### src/rtl/alu_mdu.sv
// Iterative multiply/divide unit: shift-add multiplier and restoring divider, one bit per cycle.
// Optional divide engine is included only when MDU_DIV_EN is defined.
module alu_mdu #(
    parameter int XLEN  = 32,
    parameter int CNT_W = $clog2(XLEN) + 1
) (
    input  logic            i_clk,
    input  logic            i_rst_n,
    input  logic            i_valid,
    output logic            o_ready,
    input  logic [2:0]      i_mdu_sel,
    input  logic [XLEN-1:0] i_rs1_data,
    input  logic [XLEN-1:0] i_rs2_data,
    input  logic            i_flush,
    output logic            o_valid,
    input  logic            i_ready,
    output logic [XLEN-1:0] o_result_mdu,
    output logic            o_div_zero
);

    typedef enum logic [1:0] {IDLE, BUSY, DONE} state_t;

    state_t            state;
    logic [2:0]        op_q;
    logic [XLEN-1:0]   acc_hi;
    logic [XLEN-1:0]   acc_lo;
    logic [XLEN-1:0]   opnd;
    logic              neg_q;
    logic [CNT_W-1:0]  cnt;

    logic              a_sgn, b_sgn, a_neg, b_neg;
    logic [XLEN-1:0]   a_mag, b_mag;
    logic [XLEN:0]     mul_sum;
    logic [XLEN-1:0]   nxt_hi, nxt_lo;
    logic [2*XLEN-1:0] prod, prod_s;
    logic [XLEN-1:0]   mul_res, fin_res;

    always_comb begin
        a_sgn = 1'b0;
        b_sgn = 1'b0;
        if (i_mdu_sel[2]) begin
            a_sgn = ~i_mdu_sel[0];
            b_sgn = ~i_mdu_sel[0];
        end else begin
            a_sgn = (i_mdu_sel == 3'b001) || (i_mdu_sel == 3'b010);
            b_sgn = (i_mdu_sel == 3'b001);
        end
    end

    assign a_neg = a_sgn & i_rs1_data[XLEN-1];
    assign b_neg = b_sgn & i_rs2_data[XLEN-1];
    assign a_mag = a_neg ? -i_rs1_data : i_rs1_data;
    assign b_mag = b_neg ? -i_rs2_data : i_rs2_data;

    // Multiply: acc_lo holds the multiplier and fills with product bits from the top.
    assign mul_sum = {1'b0, acc_hi} + (acc_lo[0] ? {1'b0, opnd} : {(XLEN+1){1'b0}});
    assign prod    = {nxt_hi, nxt_lo};
    assign prod_s  = neg_q ? -prod : prod;
    assign mul_res = (op_q == 3'b000) ? prod_s[XLEN-1:0] : prod_s[2*XLEN-1:XLEN];

`ifdef MDU_DIV_EN
    localparam logic [XLEN-1:0] INT_MIN = {1'b1, {(XLEN-1){1'b0}}};

    logic            neg_r;
    logic [XLEN:0]   div_shift, div_diff;
    logic [XLEN-1:0] div_hi, div_lo, quo_s, rem_s;

    // Divide: acc_hi is the partial remainder, acc_lo shifts the dividend out and quotient in.
    assign div_shift = {acc_hi, acc_lo[XLEN-1]};
    assign div_diff  = div_shift - {1'b0, opnd};
    assign div_hi    = div_diff[XLEN] ? div_shift[XLEN-1:0] : div_diff[XLEN-1:0];
    assign div_lo    = {acc_lo[XLEN-2:0], ~div_diff[XLEN]};
    assign nxt_hi    = op_q[2] ? div_hi : mul_sum[XLEN:1];
    assign nxt_lo    = op_q[2] ? div_lo : {mul_sum[0], acc_lo[XLEN-1:1]};
    assign quo_s     = neg_q ? -nxt_lo : nxt_lo;
    assign rem_s     = neg_r ? -nxt_hi : nxt_hi;
    assign fin_res   = op_q[2] ? (op_q[1] ? rem_s : quo_s) : mul_res;
`else
    assign nxt_hi  = mul_sum[XLEN:1];
    assign nxt_lo  = {mul_sum[0], acc_lo[XLEN-1:1]};
    assign fin_res = mul_res;
`endif

    always_ff @(posedge i_clk or negedge i_rst_n) begin
        if (!i_rst_n) begin
            state        <= IDLE;
            o_ready      <= 1'b1;
            o_valid      <= 1'b0;
            o_result_mdu <= '0;
            o_div_zero   <= 1'b0;
            op_q         <= '0;
            acc_hi       <= '0;
            acc_lo       <= '0;
            opnd         <= '0;
            neg_q        <= 1'b0;
            cnt          <= '0;
`ifdef MDU_DIV_EN
            neg_r        <= 1'b0;
`endif
        end else if (i_flush) begin
            state        <= IDLE;
            o_ready      <= 1'b1;
            o_valid      <= 1'b0;
            o_result_mdu <= '0;
            o_div_zero   <= 1'b0;
        end else begin
            case (state)
                IDLE: begin
                    if (i_valid) begin
                        op_q    <= i_mdu_sel;
                        o_ready <= 1'b0;
                        if (i_mdu_sel[2]) begin
`ifdef MDU_DIV_EN
                            if (i_rs2_data == '0) begin
                                state        <= DONE;
                                o_valid      <= 1'b1;
                                o_result_mdu <= i_mdu_sel[1] ? i_rs1_data : '1;
                                o_div_zero   <= 1'b1;
                            end else if (!i_mdu_sel[0] && i_rs1_data == INT_MIN && i_rs2_data == '1) begin
                                state        <= DONE;
                                o_valid      <= 1'b1;
                                o_result_mdu <= i_mdu_sel[1] ? '0 : i_rs1_data;
                            end else begin
                                state  <= BUSY;
                                acc_hi <= '0;
                                acc_lo <= a_mag;
                                opnd   <= b_mag;
                                neg_q  <= a_neg ^ b_neg;
                                neg_r  <= a_neg;
                                cnt    <= CNT_W'(XLEN);
                            end
`else
                            state   <= DONE;
                            o_valid <= 1'b1;
`endif
                        end else begin
                            state  <= BUSY;
                            acc_hi <= '0;
                            acc_lo <= b_mag;
                            opnd   <= a_mag;
                            neg_q  <= a_neg ^ b_neg;
                            cnt    <= CNT_W'(XLEN);
                        end
                    end
                end
                BUSY: begin
                    acc_hi <= nxt_hi;
                    acc_lo <= nxt_lo;
                    cnt    <= cnt - CNT_W'(1);
                    if (cnt == CNT_W'(1)) begin
                        state        <= DONE;
                        o_valid      <= 1'b1;
                        o_result_mdu <= fin_res;
                    end
                end
                DONE: begin
                    if (i_ready) begin
                        state        <= IDLE;
                        o_ready      <= 1'b1;
                        o_valid      <= 1'b0;
                        o_result_mdu <= '0;
                        o_div_zero   <= 1'b0;
                    end
                end
                default: begin
                    state   <= IDLE;
                    o_ready <= 1'b1;
                    o_valid <= 1'b0;
                end
            endcase
        end
    end

endmodule

### config.mk
export PLATFORM = sky130hd
export DESIGN_NAME = alu_mdu
export DESIGN_NICKNAME = d
export VERILOG_FILES = /design/src/rtl/alu_mdu.sv
export SDC_FILE = /design/constraint.sdc
export NUM_CORES = 1
export LEC_CHECK = 0
export CORE_MARGIN = 4
export CORE_UTILIZATION = 48
export DETAILED_ROUTE_END_ITERATION = 10
export PLACE_DENSITY = 0.7
export SETUP_SLACK_MARGIN = 0.15
export SYNTH_ARGS = -nofsm -noshare
export SYNTH_HDL_FRONTEND = slang
export SYNTH_SLANG_ARGS = --single-unit
### constraint.sdc
create_clock -name i_clk -period 4.9 [get_ports i_clk]
set_input_delay 0.735 -clock i_clk [delete_from_list [all_inputs] [get_ports i_clk]]
set_output_delay 0.735 -clock i_clk [all_outputs]
set_load 0.005 [all_outputs]
Yosys cells after proc, flatten, opt, wreduce, memory -nomap -nowiden
Cells that the tools add are included.
- flip-flop bits (word level): 143
- bits of input ports: 72
- output and inout port bits: 35
- logic and storage cells: 87
- add/sub/neg operators: 5
- equality and inequality tests: 12
- muxes and demuxes: 38
- bitwise gates (word level): 6
- reductions and logical operators: 15
- operator list (kind ; count):
    2-to-1 mux 32 bit ; 11
    one-hot mux 32 bit (2 select lines) ; 3
    2-to-1 mux 64 bit ; 1
    negation 32 bit ; 2
    negation 64 bit ; 1
    adder 32 x 32 -> 33 bit ; 1
    2-to-1 mux 1 bit ; 12
    2-to-1 mux 6 bit ; 2
    inequality test 3 bit (second input constant) ; 4
    one-hot mux 6 bit (2 select lines) ; 1
    AND reduction 3 bit ; 4
    AND reduction 4 bit ; 3
    2-to-1 mux 2 bit ; 5
    == test 6 x 1 -> 1 bit (second input constant) ; 1
    inequality test 2 bit (second input constant) ; 3
    one-hot mux 1 bit (3 select lines) ; 2
    one-hot mux 2 bit (3 select lines) ; 1
    nonzero test 2 bit ; 3
    subtractor 6 x 1 -> 6 bit (second input constant) ; 1
    == test 3 x 1 -> 1 bit (second input constant) ; 1
    == test 3 x 2 -> 1 bit (second input constant) ; 1
    logical NOT 3 bit ; 1
    NOT 1 bit ; 3
    nonzero test 3 bit ; 1
    7 further kinds ; 8

Depth between registers and ports, before layout
- depth after elaboration: 8
- gate-level depth with buffers: 16

Least setup slack after synthesis
Ideal clock, no wire load.
- path type: reg2reg
- start point: reg acc_lo[0]
- end point: reg o_result_mdu[22]
- arrival: 3975 ps
- required time: 4774 ps
- setup slack: 798 ps
- stages on the path, launching flop included: 17
- buffers on the path: 2
- clock period less this slack: 4102 ps
- cells stage by stage: dfrtp_1 clkbuf_1 and2_1 ha_1 fa_1 a21o_1 a221o_1 o31ai_1 a311oi_1 o21ba_1 or4b_1 buf_4 nor4_1 nand2_1 o21ai_1 xor2_1 a221o_1
- longest elaborated chain between the ends: 8
- RTL lines (item ; RTL line ; source):
    from (decl) ; 26 ; logic [XLEN-1:0] acc_lo;
    from (signal assigned) ; 139 ; acc_lo <= b_mag;
    from (signal assigned) ; 148 ; acc_lo <= nxt_lo;
    2-to-1 mux 32 bit * ; 56 ; assign mul_sum = {1'b0, acc_hi} + (acc_lo[0] ? {1'b0, opnd} : {(XLEN+1){1'b0}});
    adder 32 x 32 -> 33 bit * ; 56 ;
    negation 64 bit ; 58 ; assign prod_s = neg_q ? -prod : prod;
    2-to-1 mux 64 bit * ; 58 ;
    2-to-1 mux 32 bit * ; 59 ; assign mul_res = (op_q == 3'b000) ? prod_s[XLEN-1:0] : prod_s[2*XLEN-1:XLEN];
    2-to-1 mux 32 bit * ; 150 ; if (cnt == CNT_W'(1)) begin
    one-hot mux 32 bit (2 select lines) * ; 107 ; case (state)
    2-to-1 mux 32 bit * ; 100 ; end else if (i_flush) begin
    to (signal assigned) ; 153 ; o_result_mdu <= fin_res;
    to (decl) ; 17 ; output logic [XLEN-1:0] o_result_mdu,
Mark *: on every way between the ends. The rest lies on a longest branch, timed or not. The select of a mux whose other input is x is not followed.
A chain may end at the register's enable or synchronous reset.

Worst setup path after layout
Same ends and word-level chain as after synthesis.

==> metrics.cfg <==
[clock_network]
cts_hold_buf=0
numCtsBuffers=17
post_cts_buffers=0
clock_latency_ps=430
cts_buffer_depth=2
cts-root-buf=clkbuf_16
cts_tree=yes
clock-sinks=142
cts.repair.resized=0
htreeDepth=4
path_clk_slew_ps=60

[routing]
remaining_drc_errors=0
dr_total_vias=10200
routed_wl_um=32200
dr.pass1.iters=8
wl_per_cell_um=19.1
vias_per_cell=6.02
initialDrtViolationCount=933
ant_nets=0

[logic_synthesis]
ys_warn_count=0
synth_cells=1327
synth_top_area_share_pct=33.1
postSynth.asyncResetShare_pct=100
yosys-top-cells-area=dfrtp_1, o21ai_0, nand2_1
ys_ff_latch=142
synth_flop_cell=dfrtp_1
synth_edf_count=0
synth-seq-area-share_pct=33.3
mappedNetlistArea_um2=10700
syn_avg_cell_area_um2=8.04
yosys.area.top_type=dfrtp_1
synthesis.nets=1437
synth_cell_types=77

[critical_path]
regToRegSetupSlack_ps=370
crit_type=reg -> reg
worstPathRequired_ps=5210
rr_startpoint=acc_lo[0]
cp_max_fo=24
crit_path_end_kind=flop
worst_r2r_endpoint=o_result_mdu[22]
reg2reg_depth=13
cp-start-kind=flop
crit_arrival_ps=4840

[sta]
fin_crit_sh_pct=92.4
tightestPinTransition_ps=1130
rsz0062_at_grt=false
tns_ps=0
hold_violations=0
skew_ps=10.1
setup_viol=0
min_period_ps=4530
fin_ws_ps=372
max_freq_mhz=221
report.final.slew_viol_count=0
relSlewSlack_pct=24.8

[place]
io_buffers=105
place_congestion=0.930
dp_hpwl_um=24400
place_inst=1654
dpl_worst_slack_ps=324

[global_route]
grt_pass1_wl_um=51300
antenna_found_initial=0
grt_pass1_vias=9298
grt_util_met2_pct=38.8
grt_max_degree=95
grt_use_total_pct=26.1
grt_use_met1_pct=39.4
busiest_layer=met1
grtUsageMet3_pct=4.34
grt_overflow=0

[power_and_ir_drop]
finalPower_uw=4910
pwr-share-seq_pct=34.3
sw_frac_of_total_pct=40.5
comb_power_share_pct=38.2
power.share.clock_pct=27.5
ir_drop_mv=0.228
p_int_uw=2920
power_density_nw_per_um2=392
switchingPower_uw=1990
power_leakage_uw=0.00526

[floorplanning]
initial_core_util_pct=48.9
fp.dieH_um=157
core_area_um2=21800
die_x_um=157
die_area_um2=24700
std_cell_rows=54
io_pins=107

[outcome]
status=completed

[cells_and_area]
finalNetCount=1503
syn2layout_area_growth_pct=17.6
post-route-util_pct=57.5
fin_cells=1686
num_antenna_cells=0
drive_gt1_share_pct=6.69

[hold_path]
hp-class=in -> async

[job]
cap_violations=0

==> cells in the final DEF (no fill, tap or decap), drive strengths merged, types with 36 or more instances in the layout <==
cell type,netlist,final
and2,36,36
xnor2,70,70
nor2,107,107
clkdlybuf4s50,0,104
dfrtp,141,141
ha,37,37
o21ai,152,152
nand2,186,186
a21oi,113,113
xor2,71,71
==> critical path, cell delays in order, from the launching register on <==
cell,delay (ps)
dfrtp_2,520
and2_1,190
ha_1,200
fa_1,400
a21o_1,210
a221o_1,390
a21oi_1,370
xnor2_1,210
or4b_1,690
nor4_1,470
nand2_1,180
o21ai_1,170
xor2_1,80
a221o_1,310
==> synth_stat cells, types with 4 or more instances <==
cell and n:
a31oi_1 10, a221o_1 5, buf_1 4, and3_1 5
a22o_1 23, nor2_1 106, mux2_2 5, nand4_1 13
or4_1 11, o21bai_1 6, or3_1 13, o21a_1 7
o22ai_1 4, xnor2_1 70, ha_1 37, nor4_1 16
nor2b_1 7, o31ai_1 23, nand3_1 17, o41ai_1 9
inv_1 20, a32o_1 12, nand2b_1 15, o21ai_1 10
xor2_1 71, nor3_1 28, clkbuf_1 72, dfrtp_1 141
and2_1 36, or2_2 5, o221ai_1 7, nand2_1 184
a21oi_1 113, a21o_1 15, o21ai_0 140
==> metal layers <==
metal	up-vias	wire (um)
li1	4885	-
met1	4810	15000
met2	401	13900
met3	62	2360
met4	0	830
met5	-	0
==> flip-flops by register name (all words and copies together), names as in the netlist <==
name,flops
acc_hi,32
acc_lo,32
o_result_mdu,32
opnd,32
cnt,6
op_q,3
state,2
neg_q,1
o_ready,1
o_valid,1
==> stage by stage <==
stage,hold slack (ps),cell area (um^2)
2_1_floorplan,438,10700
3_3_place_gp,456,11900
3_5_place_dp,458,11900
4_1_cts,418,12500
5_1_grt,432,12500
6_report,381,12500
==> power by group through the flow <==
stage | Combinational, uW | Clock, uW | Sequential [uW]
floorplan | 1360 | 0 | 1570
global placement | 1820 | 0 | 1690
detailed placement | 1850 | 0 | 1690
CTS | 1860 | 1360 | 1680
global route | 2070 | 1420 | 1720
finish | 1880 | 1350 | 1680
==> logic make-up after synthesis <==
family	Yosys count	share of synthesized area [%]
compound gates	420	24.6
mux	6	0.622
other cells	1	0.0352
fa+ha+maj	38	4.53
flops	142	33.3
xor+xnor	141	11.6
simple gates	478	21.5
buf+inv	101	3.74
==> worst max-delay path by stage <==
stage,start,end,slack [ps],depth (start not counted)
after detailed placement,acc_lo[0],o_result_mdu[22],320,14
after CTS,acc_lo[0],o_result_mdu[22],300,14
after global routing,acc_lo[0],o_result_mdu[22],160,14
after floorplan,acc_lo[0],o_result_mdu[22],800,16
final,acc_lo[0],o_result_mdu[22],370,13
after global placement,acc_lo[0],o_result_mdu[22],380,14
==> cell type report <==
type | instances | area [um^2]
Sequential cell | 142 | 3560
Tap cell | 280 | 350
Multi-Input combinational cell | 1084 | 6740
Timing Repair Buffer | 128 | 1220
Clock inverter | 14 | 156
Fill cell | 2031 | 9280
Clock buffer | 18 | 439
Inverter | 20 | 75.1
(Power assumes the default switching activity.)
